<file path="config.mk">
export PLATFORM = sky130hd
export DESIGN_NAME = riscv_if_prefetch_flat
export DESIGN_NICKNAME = d
export VERILOG_FILES = /design/src/rtl/riscv_if_prefetch_pkg.sv /design/src/rtl/riscv_if_prefetch_if.sv /design/src/rtl/riscv_if_prefetch_fifo.sv /design/src/rtl/riscv_if_prefetch.sv /design/src/flat_wrapper.sv
export SDC_FILE = /design/constraint.sdc
export NUM_CORES = 1
export LEC_CHECK = 0
export ABC_CLOCK_PERIOD_IN_PS = 7950
export CAP_MARGIN = 0
export CORE_ASPECT_RATIO = 0.9
export CORE_MARGIN = 2
export CORE_UTILIZATION = 58
export DETAILED_ROUTE_END_ITERATION = 16
export PLACE_DENSITY_LB_ADDON = 0.05
export SETUP_SLACK_MARGIN = 0.2
export SYNTH_ARGS = -nofsm -noshare
export SYNTH_HDL_FRONTEND = slang
export SYNTH_HIERARCHICAL = 1
export SYNTH_SLANG_ARGS = --single-unit
export TNS_END_PERCENT = 20
</file>
<file path="constraint.sdc">
create_clock -name clk -period 7.95 [get_ports clk]
set_input_delay 1.59 -clock clk [delete_from_list [all_inputs] [get_ports clk]]
set_output_delay 1.59 -clock clk [all_outputs]
set_load 0.005 [all_outputs]
</file>
<file path="src/rtl/riscv_if_prefetch_pkg.sv">
// Shared types for the instruction prefetch buffer: the parcel FIFO entry and counter width.
package riscv_if_pkg;

    localparam int PFB_XLEN        = 32;
    localparam int PFB_PARCEL_SIZE = 32;
    localparam int PFB_DEPTH       = 4;
    localparam int PFB_CNT_W       = $clog2(PFB_DEPTH + 1);

    typedef struct packed {
        logic [PFB_XLEN-1:0]        pc;
        logic [PFB_PARCEL_SIZE-1:0] parcel;
        logic                       misaligned;
        logic                       page_fault;
    } pfb_entry_t;

endpackage

</file>
<file path="src/rtl/riscv_if_prefetch_if.sv">
// Core-fetch and instruction-memory signals of the prefetch buffer.
// slave = prefetch buffer view, master = core/memory view.
interface riscv_if_prefetch_if
    import riscv_if_pkg::*;
#(
    parameter int XLEN        = PFB_XLEN,
    parameter int PARCEL_SIZE = PFB_PARCEL_SIZE
);
    logic [XLEN-1:0]        if_nxt_pc;
    logic                   if_stall;
    logic                   if_flush;
    logic                   if_stall_nxt_pc;
    logic [PARCEL_SIZE-1:0] if_parcel;
    logic [XLEN-1:0]        if_parcel_pc;
    logic                   if_parcel_valid;
    logic                   if_parcel_misaligned;
    logic                   if_parcel_page_fault;

    logic                   imem_req;
    logic [XLEN-1:0]        imem_adr;
    logic                   imem_stall;
    logic                   imem_ack;
    logic [PARCEL_SIZE-1:0] imem_q;
    logic                   imem_err;
    logic                   imem_misaligned;
    logic                   imem_page_fault;

    modport slave (
        input  if_nxt_pc, if_stall, if_flush,
        output if_stall_nxt_pc, if_parcel, if_parcel_pc, if_parcel_valid,
               if_parcel_misaligned, if_parcel_page_fault,
        output imem_req, imem_adr,
        input  imem_stall, imem_ack, imem_q, imem_err, imem_misaligned, imem_page_fault
    );

    modport master (
        output if_nxt_pc, if_stall, if_flush,
        input  if_stall_nxt_pc, if_parcel, if_parcel_pc, if_parcel_valid,
               if_parcel_misaligned, if_parcel_page_fault,
        input  imem_req, imem_adr,
        output imem_stall, imem_ack, imem_q, imem_err, imem_misaligned, imem_page_fault
    );

endinterface

</file>
<file path="src/rtl/riscv_if_prefetch_fifo.sv">
// riscv_pfb_fifo: synchronous FIFO with combinational head, occupancy count and
// synchronous clear. DEPTH must be a power of two so the pointers wrap naturally.
module riscv_pfb_fifo #(
    parameter int  DEPTH   = 4,
    parameter type entry_t = logic [31:0],
    localparam int CNT_W   = $clog2(DEPTH + 1),
    localparam int PTR_W   = $clog2(DEPTH)
) (
    input  logic             clk,
    input  logic             rst,
    input  logic             i_push,
    input  entry_t           i_data,
    input  logic             i_pop,
    input  logic             i_clear,
    output logic [CNT_W-1:0] o_cnt,
    output entry_t           o_head
);

    entry_t             r_mem [DEPTH];
    logic [PTR_W-1:0]   r_wr_ptr;
    logic [PTR_W-1:0]   r_rd_ptr;
    logic [CNT_W-1:0]   r_cnt;

    // NOTE: sequential state uses non-blocking assignments so every flop samples pre-edge values.
    always_ff @(posedge clk or posedge rst) begin
        if (rst) begin
            r_wr_ptr <= '0;
            r_rd_ptr <= '0;
            r_cnt    <= '0;
        end else if (i_clear) begin
            r_wr_ptr <= '0;
            r_rd_ptr <= '0;
            r_cnt    <= '0;
        end else begin
            if (i_push) r_wr_ptr <= r_wr_ptr + 1'b1;
            if (i_pop)  r_rd_ptr <= r_rd_ptr + 1'b1;
            r_cnt <= r_cnt + CNT_W'(i_push) - CNT_W'(i_pop);
        end
    end

    // NOTE: storage has no reset; validity is carried by r_cnt alone.
    always_ff @(posedge clk) begin
        if (i_push && !i_clear) r_mem[r_wr_ptr] <= i_data;
    end

    assign o_cnt  = r_cnt;
    assign o_head = r_mem[r_rd_ptr];

    always @(posedge clk) begin
        if (!rst) begin
            assert (!(i_push && !i_pop && !i_clear && r_cnt == CNT_W'(DEPTH)));
            assert (!(i_pop && !i_clear && r_cnt == '0));
        end
    end

endmodule

</file>
<file path="src/rtl/riscv_if_prefetch.sv">
// Instruction prefetch buffer: pipelined imem requests, in-order parcel queue, stale-response drop.
// RISCV_IF_PREFETCH_BYPASS_EN: kept ack with an empty FIFO feeds if_parcel* in the same cycle.
module riscv_if_prefetch
    import riscv_if_pkg::*;
#(
    parameter int              XLEN        = PFB_XLEN,
    parameter logic [XLEN-1:0] PC_INIT     = 'h200,
    parameter int              PARCEL_SIZE = PFB_PARCEL_SIZE,
    parameter int              DEPTH       = PFB_DEPTH
) (
    input logic                clk,
    input logic                rst,
    riscv_if_prefetch_if.slave bus
);

    localparam int CNT_W = $clog2(DEPTH + 1);

    logic [CNT_W-1:0] w_cnt;
    logic [CNT_W-1:0] w_infl;
    logic [CNT_W-1:0] r_disc;
    logic [CNT_W-1:0] w_cnt_eff;
    logic [CNT_W:0]   w_sum;
    logic             w_space;
    logic             w_accept;
    logic             w_ack;
    logic             w_keep;
    logic             w_bypass;
    logic             w_push;
    logic             w_pop;
    logic             w_fifo_valid;
    logic             w_valid;
    logic [XLEN-1:0]  w_pcq_head;
    logic [XLEN-1:0]  w_ack_pc;
    pfb_entry_t       w_new_entry;
    pfb_entry_t       w_head;
    pfb_entry_t       w_out;

    // Request side: a flush frees the whole FIFO this cycle, so the redirect can issue at once.
    assign w_cnt_eff = bus.if_flush ? '0 : w_cnt;
    assign w_sum     = (CNT_W+1)'(w_cnt_eff) + (CNT_W+1)'(w_infl);
    assign w_space   = w_sum < (CNT_W+1)'(DEPTH);

    assign bus.imem_req        = w_space;
    assign bus.imem_adr        = bus.if_nxt_pc;
    assign w_accept            = w_space & ~bus.imem_stall;
    assign bus.if_stall_nxt_pc = ~w_accept;

    // Response side: acks with nothing in flight are protocol errors and are ignored.
    assign w_ack    = bus.imem_ack & (w_infl != '0);
    assign w_keep   = w_ack & (r_disc == '0) & ~bus.if_flush;
    assign w_ack_pc = (w_infl != '0) ? w_pcq_head : PC_INIT;

    assign w_new_entry = '{
        pc:         w_ack_pc,
        parcel:     bus.imem_q,
        misaligned: bus.imem_misaligned,
        page_fault: bus.imem_page_fault | bus.imem_err
    };

    assign w_fifo_valid = w_cnt != '0;

`ifdef RISCV_IF_PREFETCH_BYPASS_EN
    assign w_bypass = w_keep & ~w_fifo_valid & ~bus.if_stall;
`else
    assign w_bypass = 1'b0;
`endif

    assign w_push  = w_keep & ~w_bypass;
    assign w_pop   = w_fifo_valid & ~bus.if_stall & ~bus.if_flush;
    assign w_valid = w_fifo_valid | w_bypass;
    assign w_out   = w_bypass ? w_new_entry : w_head;

    assign bus.if_parcel_valid      = w_valid;
    assign bus.if_parcel            = w_valid ? w_out.parcel     : '0;
    assign bus.if_parcel_pc         = w_valid ? w_out.pc         : '0;
    assign bus.if_parcel_misaligned = w_valid & w_out.misaligned;
    assign bus.if_parcel_page_fault = w_valid & w_out.page_fault;

    // Requests accepted in the flush cycle belong to the new path and are not counted as stale.
    always_ff @(posedge clk or posedge rst) begin
        if (rst) begin
            r_disc <= '0;
        end else if (bus.if_flush) begin
            r_disc <= w_infl - CNT_W'(w_ack);
        end else if (w_ack && r_disc != '0) begin
            r_disc <= r_disc - 1'b1;
        end
    end

    riscv_pfb_fifo #(
        .DEPTH   (DEPTH),
        .entry_t (logic [XLEN-1:0])
    ) u_pc_queue (
        .clk     (clk),
        .rst     (rst),
        .i_push  (w_accept),
        .i_data  (bus.if_nxt_pc),
        .i_pop   (w_ack),
        .i_clear (1'b0),
        .o_cnt   (w_infl),
        .o_head  (w_pcq_head)
    );

    riscv_pfb_fifo #(
        .DEPTH   (DEPTH),
        .entry_t (pfb_entry_t)
    ) u_parcel_fifo (
        .clk     (clk),
        .rst     (rst),
        .i_push  (w_push),
        .i_data  (w_new_entry),
        .i_pop   (w_pop),
        .i_clear (bus.if_flush),
        .o_cnt   (w_cnt),
        .o_head  (w_head)
    );

endmodule

</file>
<file path="src/flat_wrapper.sv">
// flat-port wrapper written by rule: the top's interface ports become plain ports
module riscv_if_prefetch_flat import riscv_if_pkg::*;
#(
    parameter int              XLEN        = PFB_XLEN,
    parameter logic [XLEN-1:0] PC_INIT     = 'h200,
    parameter int              PARCEL_SIZE = PFB_PARCEL_SIZE,
    parameter int              DEPTH       = PFB_DEPTH
)
  (clk, rst, bus_if_nxt_pc, bus_if_stall, bus_if_flush, bus_if_stall_nxt_pc, bus_if_parcel, bus_if_parcel_pc, bus_if_parcel_valid, bus_if_parcel_misaligned, bus_if_parcel_page_fault, bus_imem_req, bus_imem_adr, bus_imem_stall, bus_imem_ack, bus_imem_q, bus_imem_err, bus_imem_misaligned, bus_imem_page_fault);
  riscv_if_prefetch_if #(.XLEN(XLEN), .PARCEL_SIZE(PARCEL_SIZE)) bus_i ();
  input logic clk;
  input logic rst;
  input wire logic [$bits(bus_i.if_nxt_pc)-1:0] bus_if_nxt_pc;
  input wire logic [$bits(bus_i.if_stall)-1:0] bus_if_stall;
  input wire logic [$bits(bus_i.if_flush)-1:0] bus_if_flush;
  output wire logic [$bits(bus_i.if_stall_nxt_pc)-1:0] bus_if_stall_nxt_pc;
  output wire logic [$bits(bus_i.if_parcel)-1:0] bus_if_parcel;
  output wire logic [$bits(bus_i.if_parcel_pc)-1:0] bus_if_parcel_pc;
  output wire logic [$bits(bus_i.if_parcel_valid)-1:0] bus_if_parcel_valid;
  output wire logic [$bits(bus_i.if_parcel_misaligned)-1:0] bus_if_parcel_misaligned;
  output wire logic [$bits(bus_i.if_parcel_page_fault)-1:0] bus_if_parcel_page_fault;
  output wire logic [$bits(bus_i.imem_req)-1:0] bus_imem_req;
  output wire logic [$bits(bus_i.imem_adr)-1:0] bus_imem_adr;
  input wire logic [$bits(bus_i.imem_stall)-1:0] bus_imem_stall;
  input wire logic [$bits(bus_i.imem_ack)-1:0] bus_imem_ack;
  input wire logic [$bits(bus_i.imem_q)-1:0] bus_imem_q;
  input wire logic [$bits(bus_i.imem_err)-1:0] bus_imem_err;
  input wire logic [$bits(bus_i.imem_misaligned)-1:0] bus_imem_misaligned;
  input wire logic [$bits(bus_i.imem_page_fault)-1:0] bus_imem_page_fault;
  assign bus_i.if_nxt_pc = bus_if_nxt_pc;
  assign bus_i.if_stall = bus_if_stall;
  assign bus_i.if_flush = bus_if_flush;
  assign bus_if_stall_nxt_pc = bus_i.if_stall_nxt_pc;
  assign bus_if_parcel = bus_i.if_parcel;
  assign bus_if_parcel_pc = bus_i.if_parcel_pc;
  assign bus_if_parcel_valid = bus_i.if_parcel_valid;
  assign bus_if_parcel_misaligned = bus_i.if_parcel_misaligned;
  assign bus_if_parcel_page_fault = bus_i.if_parcel_page_fault;
  assign bus_imem_req = bus_i.imem_req;
  assign bus_imem_adr = bus_i.imem_adr;
  assign bus_i.imem_stall = bus_imem_stall;
  assign bus_i.imem_ack = bus_imem_ack;
  assign bus_i.imem_q = bus_imem_q;
  assign bus_i.imem_err = bus_imem_err;
  assign bus_i.imem_misaligned = bus_imem_misaligned;
  assign bus_i.imem_page_fault = bus_imem_page_fault;
  riscv_if_prefetch #(.XLEN(XLEN), .PC_INIT(PC_INIT), .PARCEL_SIZE(PARCEL_SIZE), .DEPTH(DEPTH)) u_core (.clk(clk), .rst(rst), .bus(bus_i));
endmodule
</file>
After elaboration in Yosys (flattened, before gate mapping)
Memory sizes are Yosys's and may differ from the RTL's.
Index checks and enable logic that the tools add are counted.
{"block": "totals", "mem_count": 2, "out_inout_bits": 101, "regBits": 17, "ramBits": 392}
{"memory": "u_core.u_parcel_fifo.r_mem", "words": 4, "width": 66, "read_ports": 1, "rd_ports_with_merged_regs": 0, "wr": 1, "line_no": "riscv_if_prefetch_fifo.sv:19", "text": "entry_t r_mem [DEPTH];"}
{"memory": "u_core.u_pc_queue.r_mem", "words": 4, "width": 32, "read_ports": 1, "rd_ports_with_merged_regs": 0, "wr": 1, "line_no": "riscv_if_prefetch_fifo.sv:19"}
{"block": "op_classes", "muxes": 15, "order_cmp": 1, "add_sub_neg": 11, "bitwise": 13, "reduce_logical": 10}
{"op": "32-bit two-way mux", "count": 3}
{"op": "3-bit two-way mux", "count": 4}
{"op": "3-bit nonzero test", "count": 3}
{"op": "3-bit by 1-bit subtractor with 3-bit output", "count": 3}
{"op": "2-bit by 1-bit adder with 2-bit output (second input constant)", "count": 4}
{"op": "1-bit bitwise AND", "count": 8}
{"op": "2-bit two-way mux", "count": 4}
{"op": "3-bit by 1-bit adder with 3-bit output", "count": 2}
{"op": "2-bit nonzero test", "count": 3}
{"op": "3-bit by 3-bit adder with 4-bit output", "count": 1}
{"op": "4-bit by 3-bit < comparator with 1-bit output (second input constant)", "count": 1}
{"op": "1-bit two-way mux", "count": 4}
{"op": "1-bit NOT", "count": 4}
{"op": "3-bit zero test", "count": 1}
{"op": "3-bit by 1-bit subtractor with 3-bit output (second input constant)", "count": 1}
{"op": "1-bit logical AND", "count": 2}
{"op": "1-bit zero test", "count": 1}
{"op": "1-bit bitwise OR", "count": 1}

Logic depth before layout (Yosys ltp)
Gate-level depths: netlist (run 1).
{"block": "logic_depth", "word_depth": 7, "mapped_depth": 11, "depth_no_buf": 10}

Modules after synthesis
Netlist (run 1), hierarchy kept.
{"module": "riscv_pfb_fifo at u_core.u_parcel_fifo", "cells_per_inst": 384, "area_per_inst_um2": 9960.8, "n_inst": 1, "seq_area_each_um2": 8102.8}
{"module": "riscv_pfb_fifo at u_core.u_pc_queue", "cells_per_inst": 206, "area_per_inst_um2": 5094.9, "n_inst": 1, "seq_area_each_um2": 4018.9}
{"module": "riscv_if_prefetch", "cells_per_inst": 184, "area_per_inst_um2": 1312.5, "n_inst": 1, "seq_area_each_um2": 75.1}

Worst setup path before layout (run 1)
Ideal clock, no wire load.
{"block": "synth_path", "path_type": "input port to output port", "start": "in bus_if_flush", "end": "out bus_if_stall_nxt_pc", "path_stages": 6, "t_arrival_ps": 2826, "n_path_buf": 1, "required_ps": 6360, "setup_slack_ps": 3534, "cell_sequence": "buf_2 > nor2b_1 > ha_1 > or3_1 > a41o_1 > or2_1"}
{"block": "synth_between", "elab_chain_len": 5}
{"element": "start, declared", "line_no": "flat_wrapper.sv:15", "text": "input wire logic [$bits(bus_i.if_flush)-1:0] bus_if_flush;"}
{"element": "3-bit two-way mux", "line_no": "riscv_if_prefetch.sv:39", "text": "assign w_cnt_eff = bus.if_flush ? '0 : w_cnt;"}
{"element": "3-bit by 3-bit adder with 4-bit output", "line_no": "riscv_if_prefetch.sv:40", "text": "assign w_sum = (CNT_W+1)'(w_cnt_eff) + (CNT_W+1)'(w_infl);"}
{"element": "4-bit by 3-bit < comparator with 1-bit output", "line_no": "riscv_if_prefetch.sv:41", "text": "assign w_space = w_sum < (CNT_W+1)'(DEPTH);"}
{"element": "1-bit bitwise AND", "line_no": "riscv_if_prefetch.sv:45", "text": "assign w_accept = w_space & ~bus.imem_stall;"}
{"element": "1-bit NOT", "line_no": "riscv_if_prefetch.sv:46", "text": "assign bus.if_stall_nxt_pc = ~w_accept;"}
{"element": "end, declared", "line_no": "flat_wrapper.sv:16", "text": "output wire logic [$bits(bus_i.if_stall_nxt_pc)-1:0] bus_if_stall_nxt_pc;"}
No other way between the ends.

Worst setup path after layout (run 1)
Ends and elaborated chain as after synthesis.

==> tab_implementation.tex, run 1 <==
\begin{tabular}{lr}
\hline
Metric & Value \\
\hline
\multicolumn{2}{l}{\textbf{GRT}} \\
\quad Pin count of the biggest net entering global routing & 69 \\
\quad Number of antenna violations at the first check in global routing & 0 \\
\quad Via count of the first global-routing pass & 7,787 \\
\quad Total congestion overflow & 0 \\
\quad First-pass GRT wire length & 43,700 um \\
\quad Combined global-route utilization of all metal layers & 19.4\% \\
\multicolumn{2}{l}{\textbf{Critical path}} \\
\quad Worst r2r dst & u\_core/u\_pc\_queue/r\_mem[1][7] \\
\quad Cell class contributing the biggest share of worst-path delay & buffers and inverters \\
\quad Cell with the largest stage delay on the worst path & sky130\_fd\_sc\_hd\_\_clkdlybuf4s50\_1 \\
\quad Worst R2R Setup Slack & 4.88 ns \\
\quad Crit path buffers/inverters & 2 \\
\quad Most used cell, CP & sky130\_fd\_sc\_hd\_\_clkdlybuf4s50\_1 \\
\quad Kind of start point of the critical path & input port \\
\quad Data arrival time of the worst path & 4.07 ns \\
\quad CP max stage delay & 0.81 ns \\
\quad Worst R2R Start & u\_core/u\_parcel\_fifo/o\_cnt[2] \\
\quad Classification of the worst setup path & in2out \\
\quad Worst path cell trace & clkdlybuf4s50\_1 -> nor2b\_1 -> ha\_1 -> or3\_1 -> a41o\_1 -> or2\_1 -> clkdlybuf4s50\_1 \\
\quad Largest fanout of any net on the critical path & 17 \\
\quad Length in cells of the worst reg-to-reg path & 8 \\
\quad Required time worst endpoint & 6.36 ns \\
\quad Setup crit end kind & primary output \\
\multicolumn{2}{l}{\textbf{Finish}} \\
\quad Area occupied by registers & 0.0122 sq mm \\
\quad Combined area of the multi-input logic cells & 0.00361 sq mm \\
\quad Share of layout cells above drive strength 1 & 18.6\% \\
\quad Layout fillers & 1,751 \\
\quad Most common library cell in the layout ignoring fill and taps & sky130\_fd\_sc\_hd\_\_edfxtp\_1 \\
\quad Number of diodes & 0 \\
\quad Most frequent cells in the layout & sky130\_fd\_sc\_hd\_\_edfxtp\_1, sky130\_fd\_sc\_hd\_\_clkdlybuf4s50\_1, sky130\_fd\_sc\_hd\_\_mux4\_2 \\
\quad Final-stage net count & 1,031 \\
\quad Number of non-filler instances in the completed layout & 1,331 \\
\quad Area growth syn-to-layout & 18.6\% \\
\multicolumn{2}{l}{\textbf{Synth}} \\
\quad Cell count after synthesis & 774 \\
\quad Yosys warns & 6 \\
\quad Number of register bits inferred by synthesis & 409 \\
\quad Average cell area after synthesis & 21.1 sq um \\
\quad Synth cell types & 41 \\
\quad Number of synthesized flops with an enable pin & 392 \\
\quad Proportion of register bits with asynchronous set or reset after synthesis & 4.16\% \\
\quad Main flop type after synthesis & sky130\_fd\_sc\_hd\_\_edfxtp\_1 \\
\quad Area of the mapped netlist & 0.0164 sq mm \\
\quad Post-synthesis sequential area ratio & 74.5\% \\
\multicolumn{2}{l}{\textbf{Route}} \\
\quad Aggregate routed wire length & 28,100 um \\
\quad Total DRC errors in the routed layout & 0 \\
\quad Number of violations reported at the end of detailed-routing iteration 0 & 411 \\
\quad Wire length per cell after detailed routing & 21.1 um \\
\quad Mean number of vias per cell & 5.59 \\
\quad Detailed-routing iteration count for the pre-antenna-repair pass & 5 \\
\quad Remaining antenna violation count & 0 \\
\quad DR vias & 7,440 \\
\multicolumn{2}{l}{\textbf{Worst hold path}} \\
\quad Min-Delay Path Class & reg2reg \\
\quad Hold Startpoint & u\_core/r\_disc[2] \\
\quad Worst hold path stage count & 2 \\
\quad Worst Hold Path EP & u\_core/r\_disc[2] \\
\multicolumn{2}{l}{\textbf{STA}} \\
\quad Setup Viol. Count Final & 0 \\
\quad Final Hold Viols & 0 \\
\quad Share of the clock period used by the worst path & 71.2\% \\
\quad Setup repair after global routing missed its margin & false \\
\quad Total Negative Setup Slacks & 0 ns \\
\quad Final critical path time including I/O delays and setup & 5.66 ns \\
\quad Worst slew slack as a fraction of its limit & 29.9\% \\
\quad Least setup slack across all paths after layout & 2.29 ns \\
\quad Skew final & 0.0186 ns \\
\quad Transition time of the tightest slew-check pin & 1.05 ns \\
\quad Max Fclk & 177 MHz \\
\quad Max Transition Viols Final & 0 \\
\multicolumn{2}{l}{\textbf{Power}} \\
\quad Leakage power total & 6.30 nW \\
\quad Max rail drop VDD & 188 uV \\
\quad Total power per unit cell area & 295 mW/mm\^{}2 \\
\multicolumn{2}{l}{\textbf{Floorplan}} \\
\quad Area of the core region & 0.0279 sq mm \\
\quad Height of the die & 163 um \\
\quad Number of top-level design ports & 174 \\
\quad Die extent in x & 181 um \\
\quad Die Outline Area & 0.0296 sq mm \\
\quad Core Rows & 58 \\
\quad Starting density of the core & 58.7\% \\
\multicolumn{2}{l}{\textbf{Placed design}} \\
\quad Final weighted congestion in routability-driven placement & 0.750 \\
\quad Pre-CTS worst setup slack & 2.29 ns \\
\quad Number of buffers added on ports & 173 \\
\quad Number of cells in the design after placement & 1,255 \\
\quad Detail Placement HPWL & 16,100 um \\
\multicolumn{2}{l}{\textbf{Clocking}} \\
\quad Clock-pin slew of the registers on the worst-case setup and hold paths & 0.06 ns \\
\quad CTS tree & done \\
\quad Cell at the root of the clock tree & sky130\_fd\_sc\_hd\_\_clkbuf\_16 \\
\quad Maximum number of buffers from clock root to sink & 3 \\
\quad Post-CTS Resized & 0 \\
\quad Clock latency of the later-clocked register in the worst-skew pair & 0.52 ns \\
\quad Number of H-tree levels & 2 \\
\quad CTS Sinks & 409 \\
\quad Post-CTS Setup Repair Bufs & 0 \\
\quad \# hold bufs at CTS & 0 \\
\quad Number of buffers created by CTS & 41 \\
\multicolumn{2}{l}{\textbf{Status}} \\
\quad Result of the run & complete, no violations \\
\multicolumn{2}{l}{\textbf{Job}} \\
\quad Number of max-cap violations & 0 \\
\hline
\end{tabular}
[power by group]
group,switching [mW],internal (mW),total (mW)
combinational,0.598,0.711,1.31
clock,0.739,1.05,1.79
sequential,0.0715,2.55,2.62
[layer usage]
metal / track usage (%) / wire length [um] / up-vias
li1: - / - / 3351
met1: 27.5 / 12300 / 3842
met2: 32.3 / 14000 / 214
met3: 3.75 / 1440 / 33
met4: 4.07 / 351 / 0
met5: 0 / 0 / -
[cell families after synthesis]
family	share of synthesized area (%)
multiplexers	13.7
other	0.0229
XOR/XNOR	0.543
flip-flops	74.5
AND/OR/NAND/NOR	5.15
AO/OA/AOI/OAI	0.741
adder cells (fa/ha/maj)	1.62
buffers and inverters	3.68
[synthesized netlist by cell type (3+ instances only)]
master                     count  area share, %
sky130_fd_sc_hd__mux4_2       93             13
sky130_fd_sc_hd__mux4_1        5           0.80
sky130_fd_sc_hd__buf_6         5           0.34
sky130_fd_sc_hd__a21oi_1       3          0.092
sky130_fd_sc_hd__and2_4        9           0.48
sky130_fd_sc_hd__buf_4        37            1.7
sky130_fd_sc_hd__nor2b_1      37            1.4
sky130_fd_sc_hd__ha_1         18            1.4
sky130_fd_sc_hd__buf_12        5           0.61
sky130_fd_sc_hd__edfxtp_1    392             72
sky130_fd_sc_hd__nor2_1       12           0.28
sky130_fd_sc_hd__and2_1       65            2.5
sky130_fd_sc_hd__inv_1        20           0.46
sky130_fd_sc_hd__buf_2        12           0.37
sky130_fd_sc_hd__dfrtp_1      17            2.6
sky130_fd_sc_hd__clkbuf_1      8           0.18
sky130_fd_sc_hd__xnor2_1       5           0.27
[per-stage QoR]
stage | cell area (sq um) | hold slack (ns) | power [mW] | utilization, %
after detailed placement | 18100 | 0.580 | 4.01 | 65.1
final | 19400 | 0.595 | 5.73 | 69.6
after floorplan | 16400 | 0.508 | 3.45 | -
after global placement | 18100 | 0.531 | 3.95 | 65.1
after global routing | 19400 | 0.619 | 5.99 | 69.6
after CTS | 19400 | 0.597 | 5.80 | 69.6
[flip-flops by register name (all words and copies together) (netlist names)]
register,count
u_core/u_pc_queue/r_mem,128
u_core/u_parcel_fifo/r_wr_ptr,2
u_core/u_pc_queue/o_cnt,3
u_core/u_pc_queue/r_rd_ptr,2
u_core/u_pc_queue/r_wr_ptr,2
u_core/u_parcel_fifo/r_mem,264
u_core/u_parcel_fifo/r_rd_ptr,2
u_core/u_parcel_fifo/o_cnt,3
u_core/r_disc,3
[tightest hold or removal path, cell delays in order (launching register included)]
cell and delay (ns):
sky130_fd_sc_hd__dfrtp_1 0.39, sky130_fd_sc_hd__o21ai_0 0.08, sky130_fd_sc_hd__a22oi_1 0.08
[final cells by class]
cell class | instances | area share [%]
Clock inverter | 22 | 0.793
Timing Repair Buffer | 181 | 9.23
Sequential cell | 409 | 62.9
Tap cell | 360 | 2.32
Inverter | 21 | 0.406
Multi-Input combinational cell | 284 | 18.6
Clock buffer | 54 | 5.76
[worst max-delay path by stage]
stage                  from                  end  slack, ns  cells past startpoint
2_1_floorplan  bus_if_flush  bus_if_stall_nxt_pc       3.53                      6
4_1_cts        bus_if_flush  bus_if_stall_nxt_pc       2.29                      7
6_report       bus_if_flush  bus_if_stall_nxt_pc       2.29                      7
3_5_place_dp   bus_if_flush  bus_if_stall_nxt_pc       2.29                      7
3_3_place_gp   bus_if_flush  bus_if_stall_nxt_pc       2.33                      7
5_1_grt        bus_if_flush  bus_if_stall_nxt_pc       2.16                      7
Note: power is estimated with default switching activity, not from simulation.
==> run 2: changes to the inputs <==
--- a/config.mk
+++ b/config.mk
@@ -5,11 +5,11 @@
 export SDC_FILE = /design/constraint.sdc
 export NUM_CORES = 1
 export LEC_CHECK = 0
-export ABC_CLOCK_PERIOD_IN_PS = 7950
+export ABC_CLOCK_PERIOD_IN_PS = 5400
 export CAP_MARGIN = 0
 export CORE_ASPECT_RATIO = 0.9
 export CORE_MARGIN = 2
-export CORE_UTILIZATION = 58
+export CORE_UTILIZATION = 56
 export DETAILED_ROUTE_END_ITERATION = 16
 export PLACE_DENSITY_LB_ADDON = 0.05
 export SETUP_SLACK_MARGIN = 0.2
==> constraint.sdc (replaced) <==
create_clock -name clk -period 5.4 [get_ports clk]
set_input_delay 1.08 -clock clk [delete_from_list [all_inputs] [get_ports clk]]
set_output_delay 1.08 -clock clk [all_outputs]
set_load 0.005 [all_outputs]
==> run 2 against run 1 <==
Net effect: sequential power is 49% higher; routed wire length is 0.44% higher; via count hardly changed; critical path type unchanged; largest power group unchanged; highest routed layer unchanged.
==> tab_implementation.tex, run 2 (same netlist as run 1, synthesis figures left out) <==
\begin{tabular}{lr}
\hline
Metric & Value \\
\hline
\multicolumn{2}{l}{\textbf{Status}} \\
\quad Result of the run & complete, no violations \\
\multicolumn{2}{l}{\textbf{STA}} \\
\quad Max Transition Viols Final & 0 (unchanged) \\
\quad Max Fclk & 216 MHz \\
\quad Transition time of the tightest slew-check pin & 1.16 ns (+0.104 ns) \\
\quad Skew final & 0.0149 ns (-0.00371 ns) \\
\quad Worst slew slack as a fraction of its limit & 23.0\% (-6.9 points) \\
\quad Setup Viol. Count Final & 0 (unchanged) \\
\quad Final Hold Viols & 0 (unchanged) \\
\quad Setup repair after global routing missed its margin & false \\
\quad Final critical path time including I/O delays and setup & 4.62 ns \\
\quad Total Negative Setup Slacks & 0 ns (unchanged) \\
\quad Share of the clock period used by the worst path & 85.6\% \\
\multicolumn{2}{l}{\textbf{Critical path}} \\
\quad Kind of start point of the critical path & input port \\
\quad CP max stage delay & 0.84 ns (+0.03 ns) \\
\quad Required time worst endpoint & 4.32 ns (-2.04 ns) \\
\quad Cell with the largest stage delay on the worst path & sky130\_fd\_sc\_hd\_\_clkdlybuf4s50\_1 \\
\quad Worst path cell trace & clkdlybuf4s50\_1 -> nor2b\_1 -> ha\_1 -> or3\_1 -> a41o\_1 -> or2\_1 -> clkdlybuf4s50\_1 \\
\quad Most used cell, CP & sky130\_fd\_sc\_hd\_\_clkdlybuf4s50\_1 \\
\quad Data arrival time of the worst path & 3.54 ns (-0.53 ns) \\
\quad Setup crit end kind & primary output \\
\quad Largest fanout of any net on the critical path & 17 (unchanged) \\
\quad Classification of the worst setup path & in2out \\
\multicolumn{2}{l}{\textbf{Route}} \\
\quad Routed wire length on met3 & 1490 um (+3.4\%) \\
\quad Aggregate routed wire length & 28,200 um (+0.44\%) \\
\quad Detailed-routing iteration count for the pre-antenna-repair pass & 5 (unchanged) \\
\quad Mean number of vias per cell & 5.47 (-2.2\%) \\
\quad DR vias & 7,441 (+0.013\%) \\
\quad Number of violations reported at the end of detailed-routing iteration 0 & 469 (+14\%) \\
\quad Total DRC errors in the routed layout & 0 (unchanged) \\
\quad Top layer used by detailed routing & met4 \\
\quad Wire length per cell after detailed routing & 20.8 um (-1.8\%) \\
\quad Met2 routed wirelength & 14,000 um (about the same) \\
\quad Remaining antenna violation count & 0 (unchanged) \\
\quad Met1 wire length & 12,200 um (-1.2\%) \\
\multicolumn{2}{l}{\textbf{Clocking}} \\
\quad Clock latency of the later-clocked register in the worst-skew pair & 0.52 ns (about the same) \\
\quad Clock-pin slew of the registers on the worst-case setup and hold paths & 0.06 ns (about the same) \\
\quad \# hold bufs at CTS & 0 (unchanged) \\
\quad Cell at the root of the clock tree & sky130\_fd\_sc\_hd\_\_clkbuf\_16 \\
\quad Number of buffers created by CTS & 40 (-2.4\%) \\
\quad Post-CTS Setup Repair Bufs & 0 (unchanged) \\
\quad Post-CTS Resized & 0 (unchanged) \\
\quad CTS tree & done \\
\quad CTS Sinks & 409 (unchanged) \\
\quad Number of H-tree levels & 2 (unchanged) \\
\quad Maximum number of buffers from clock root to sink & 3 (unchanged) \\
\multicolumn{2}{l}{\textbf{Floorplan}} \\
\quad Die extent in x & 184 um (+1.7\%) \\
\quad Core Rows & 59 (+1.7\%) \\
\quad Die Outline Area & 0.0306 sq mm (+3.5\%) \\
\quad Height of the die & 166 um (+1.7\%) \\
\quad Starting density of the core & 56.7\% (-2.0 points) \\
\quad Number of top-level design ports & 174 (unchanged) \\
\quad Area of the core region & 0.0289 sq mm (+3.6\%) \\
\multicolumn{2}{l}{\textbf{Power}} \\
\quad Fraction of power consumed by sequential logic & 46.3\% (+0.5 points) \\
\quad Leakage power total & 6.29 nW (-0.12\%) \\
\quad Clock share of power & 31.4\% (about the same) \\
\quad Max rail drop VDD & 336 uV (+78\%) \\
\quad Sw frac & 24.4\% (-0.19 points) \\
\quad Switching component of the power & 2.06 mW (+46\%) \\
\quad Total power per unit cell area & 434 mW/mm\^{}2 (+47\%) \\
\quad Part of the total power dissipated in combinational logic & 22.3\% (-0.6 points) \\
\quad Power Internal & 6.38 mW (+48\%) \\
\quad Overall power consumption & 8.44 mW (+47\%) \\
\multicolumn{2}{l}{\textbf{Finish}} \\
\quad Layout fillers & 1,873 (+7.0\%) \\
\quad Most common library cell in the layout ignoring fill and taps & sky130\_fd\_sc\_hd\_\_edfxtp\_1 \\
\quad Share of layout cells above drive strength 1 & 18.5\% (-0.091 points) \\
\quad Most frequent cells in the layout & sky130\_fd\_sc\_hd\_\_edfxtp\_1, sky130\_fd\_sc\_hd\_\_clkdlybuf4s50\_1, sky130\_fd\_sc\_hd\_\_mux4\_2 \\
\quad Area growth syn-to-layout & 18.8\% \\
\quad Number of non-filler instances in the completed layout & 1,361 (+2.3\%) \\
\quad Max FFs per register & 264 (unchanged) \\
\quad Largest register by flop count & u\_core/u\_parcel\_fifo/r\_mem \\
\quad Final-stage net count & 1,029 (-0.19\%) \\
\quad Number of diodes & 0 (unchanged) \\
\quad Largest registers & u\_core/u\_parcel\_fifo/r\_mem x264, u\_core/u\_pc\_queue/r\_mem x128 \\
\multicolumn{2}{l}{\textbf{Placed design}} \\
\quad Number of buffers added on ports & 173 (unchanged) \\
\quad Detail Placement HPWL & 16,300 um (+1.5\%) \\
\quad Final weighted congestion in routability-driven placement & 0.731 (-2.6\%) \\
\quad Number of cells in the design after placement & 1,290 (+2.8\%) \\
\multicolumn{2}{l}{\textbf{Worst hold path}} \\
\quad Min-Delay Path Class & reg2reg \\
\multicolumn{2}{l}{\textbf{GRT}} \\
\quad Via count of the first global-routing pass & 7,951 (+2.1\%) \\
\quad Total congestion overflow & 0 (unchanged) \\
\quad Number of antenna violations at the first check in global routing & 0 (unchanged) \\
\quad First-pass GRT wire length & 43,800 um (+0.27\%) \\
\quad Combined global-route utilization of all metal layers & 18.7\% (-0.70 points) \\
\quad Pin count of the biggest net entering global routing & 69 (unchanged) \\
\multicolumn{2}{l}{\textbf{Job}} \\
\quad Number of max-cap violations & 0 (unchanged) \\
\hline
\end{tabular}
-- run 2: cell types whose count changed in the layout (fill, tap and decap cells not counted), sizes merged --
cell | previous run | this run
buf | 8 | 7
bufinv | 2 | 4
clkbuf | 54 | 47
clkinv | 18 | 19
inv | 22 | 21
-- run 2: cell type report --
cell class	count	area [sq um]	share of cell area, %
sequential	409	12200	62.8
timing repair buffer	180	1800	9.24
tap	396	495	2.55
clock buffer	47	1050	5.39
multi-input combinational	284	3610	18.6
clock inverter	24	209	1.07
inverter	21	78.8	0.405
-- run 2: per-stage QoR --
step	setup slack [ns]	instance area (sq um)	hold WS [ns]	utilization [%]
2_1_floorplan	1.51	16400	0.508	-
3_3_place_gp	0.829	18200	0.528	63.0
3_5_place_dp	0.768	18200	0.602	63.0
4_1_cts	0.770	19400	0.612	67.4
5_1_grt	0.639	19400	0.640	67.4
6_report	0.776	19400	0.614	67.4
-- run 2: final timing paths --
check | startpoint | end | slack, ns | cells after the start
max | bus_if_flush | bus_if_stall_nxt_pc | 0.78 | 7
min | u_core/u_parcel_fifo/r_wr_ptr[0] | u_core/u_parcel_fifo/r_wr_ptr[0] | 0.61 | 2
max reg2reg | u_core/u_parcel_fifo/o_cnt[2] | u_core/u_pc_queue/r_mem[3][21] | 2.39 | 8
min reg2reg | u_core/u_parcel_fifo/r_wr_ptr[0] | u_core/u_parcel_fifo/r_wr_ptr[0] | 0.61 | 2
max in group asynchronous | rst | u_core/u_pc_queue/r_rd_ptr[0] | 4.23 | 2
min in group asynchronous | rst | u_core/r_disc[1] | 0.84 | 2
-- run 2: worst max-delay path, delay by kind of cell --
kind / cells / cell delay, ns
and+or+nand+nor: 3 / 0.67
adders and majority gates: 1 / 0.29
AOI/OAI and AO/OA: 1 / 0.23
buffers and inverters: 2 / 1.28
-- run 2: power by group through the flow --
stage	combinational, mW	clock (mW)	sequential [mW]
2_1_floorplan	1.21	0	3.86
3_3_place_gp	1.86	0	3.96
3_5_place_dp	1.91	0	3.98
4_1_cts	1.92	2.71	3.91
5_1_grt	2.05	2.84	3.93
6_report	1.88	2.65	3.90
-- run 2: routing by layer --
layer	GRT usage (%)	vias to the layer above
met5	0	-
met4	4.73	0
met3	3.36	45
met2	31.5	226
met1	25.8	3828
li1	-	3342
==> patch: new RTL, config.mk and constraints of run 1 <==
Add a define of `RISCV_IF_PREFETCH_BYPASS_EN`.
--- a/src/rtl/riscv_if_prefetch.sv
+++ b/src/rtl/riscv_if_prefetch.sv
@@ -1,5 +1,7 @@
 // Instruction prefetch buffer: pipelined imem requests, in-order parcel queue, stale-response drop.
 // RISCV_IF_PREFETCH_BYPASS_EN: kept ack with an empty FIFO feeds if_parcel* in the same cycle.
+`define RISCV_IF_PREFETCH_BYPASS_EN
+
 module riscv_if_prefetch
     import riscv_if_pkg::*;
 #(
Behaviour: not the same (a bounded check fails within 4 cycles, from zero or initial values and one cycle with rst high).
==> patch against run 1 <==
Count of clock-buffer cells in the layout decreased by 4; total power increased by 7.5%; setup slack got worse by 430 ps; combinational power increased by 30%; sequential power about the same; synthesized area increased by 3.9%; wire length increased by 13%; sequential cell count unchanged; cell area increased by 3.3%; non-clock buffer count increased by 1; synthesized cell count increased by 20%; highest routed layer unchanged.
==> patch: results (changes against run 1) <==
global_routing:
  grt.total_usage_pct: 21.4  # +2.0 points
  grt_first_pass_wirelength_mm: 50.1  # +15%
  grt_pass1_vias: 8731  # +12%
critical_path:
  reg2reg_from: "u_core/u_parcel_fifo/o_cnt[1]"
  cp_max_fo: 67  # +50
  crit_slowest_cell: "or4_4"
  max_stage_delay_ps: 1090  # +280 ps
  crit_arrival_ps: 4500  # +430 ps
detailed_routing:
  drtIter0Drc: 555  # +35%
  via_count: 8509  # +14%
  drt_pass1_iterations: 5  # unchanged
  vias_per_cell: 5.66  # +1.3%
  post_drt_wl_per_cell_um: 21.2  # +0.36%
synth:
  synth_enable_flop_cells: 392  # unchanged
  ys_seq_area_share_pct: 71.7  # -2.8 points
  synth_cell_type_count: 43  # +4.9%
  ys_top_cells_by_count: "edfxtp_1, nand2_1, mux4_2"
  netlist_top_cells_area: "edfxtp_1, mux4_2, dfrtp_1"
  syn_avg_cell_area_um2: 18.3  # -13%
clock_network:
  clk_pin_slew_ps: 60  # about the same
  clk_latency_ps: 540  # +20 ps
  cts_buffers: 40  # -2.4%
power_and_ir_drop:
  ir_drop_mv: 0.228  # +21%
  leakage_nw: 6.52  # +3.6%
placed_design:
  hpwl_mm: 17.6  # +9.1%
  finalWeightedCongestion: 0.700  # -6.7%
  pre_cts_slack_ps: 1890  # -403 ps
  postPlaceCellArea_um2: 18800  # +3.4%
  dp.cells: 1429  # +14%
  portBuffers: 173  # unchanged
min_path:
  min-delay-start: "u_core/r_disc[1]"
  hp-class: "flop to flop"
run_status:
  status: "finished clean"
finish:
  diodes: 0  # unchanged
sta:
  finalClockSkew_ps: 24.1  # +5.50 ps
  slew_headroom_pct: 25.9  # -4.0 points
==> patch: worst paths after layout <==
check                           cells after the start  slack, ps                           endpoint
worst max-delay path                                4       1860                   bus_if_parcel[0]
worst min-delay path                                2        580                   u_core/r_disc[1]
worst max register to register                      6       4060  u_core/u_parcel_fifo/r_mem[3][19]
worst min register to register                      2        580                   u_core/r_disc[1]
max in group asynchronous                           2       6250      u_core/u_pc_queue/r_rd_ptr[0]
min in group asynchronous                           2       1360                   u_core/r_disc[1]
==> patch: layout make-up <==
| class | count | area (um^2) |
|---|---|---|
| Multi-Input combinational cell | 422 | 4180 |
| Inverter | 20 | 75.1 |
| Timing Repair Buffer | 182 | 1800 |
| Sequential cell | 409 | 12200 |
| Tap cell | 396 | 495 |
| Clock buffer | 50 | 1090 |
| Fill cell | 1901 | 8810 |
| Clock inverter | 24 | 210 |
==> patch: power by group <==
part / internal [mW] / switching (mW) / total, mW / leakage (nW)
Sequential: 2.55 / 0.0648 / 2.61 / 3.77
Clock: 1.08 / 0.768 / 1.84 / 0.637
Combinational: 0.779 / 0.920 / 1.70 / 2.12
==> patch: worst reg2reg max path, delay by kind of cell, from the launching register on <==
family	cells	cell delay, ps
buffers and inverters	1	630
AND/OR/NAND/NOR	5	2370
flip-flops	1	440
==> patch: kinds of logic after synthesis <==
kind of cell	share of synthesized area, %
xor+xnor	0.522
other cells	0.0220
mux	13.2
compound gates	3.25
fa+ha+maj	1.56
flops	71.7
simple gates	5.73
buf+inv	4.03
==> patch: metal layers <==
metal  GRT usage, %  part of all wire (%)  vias up
met5              0                     0        -
met4           4.52                   1.4        0
met3           3.06                   5.1       39
met2           34.5                    48      249
met1           31.9                    45     4330
li1               -                     -     3891
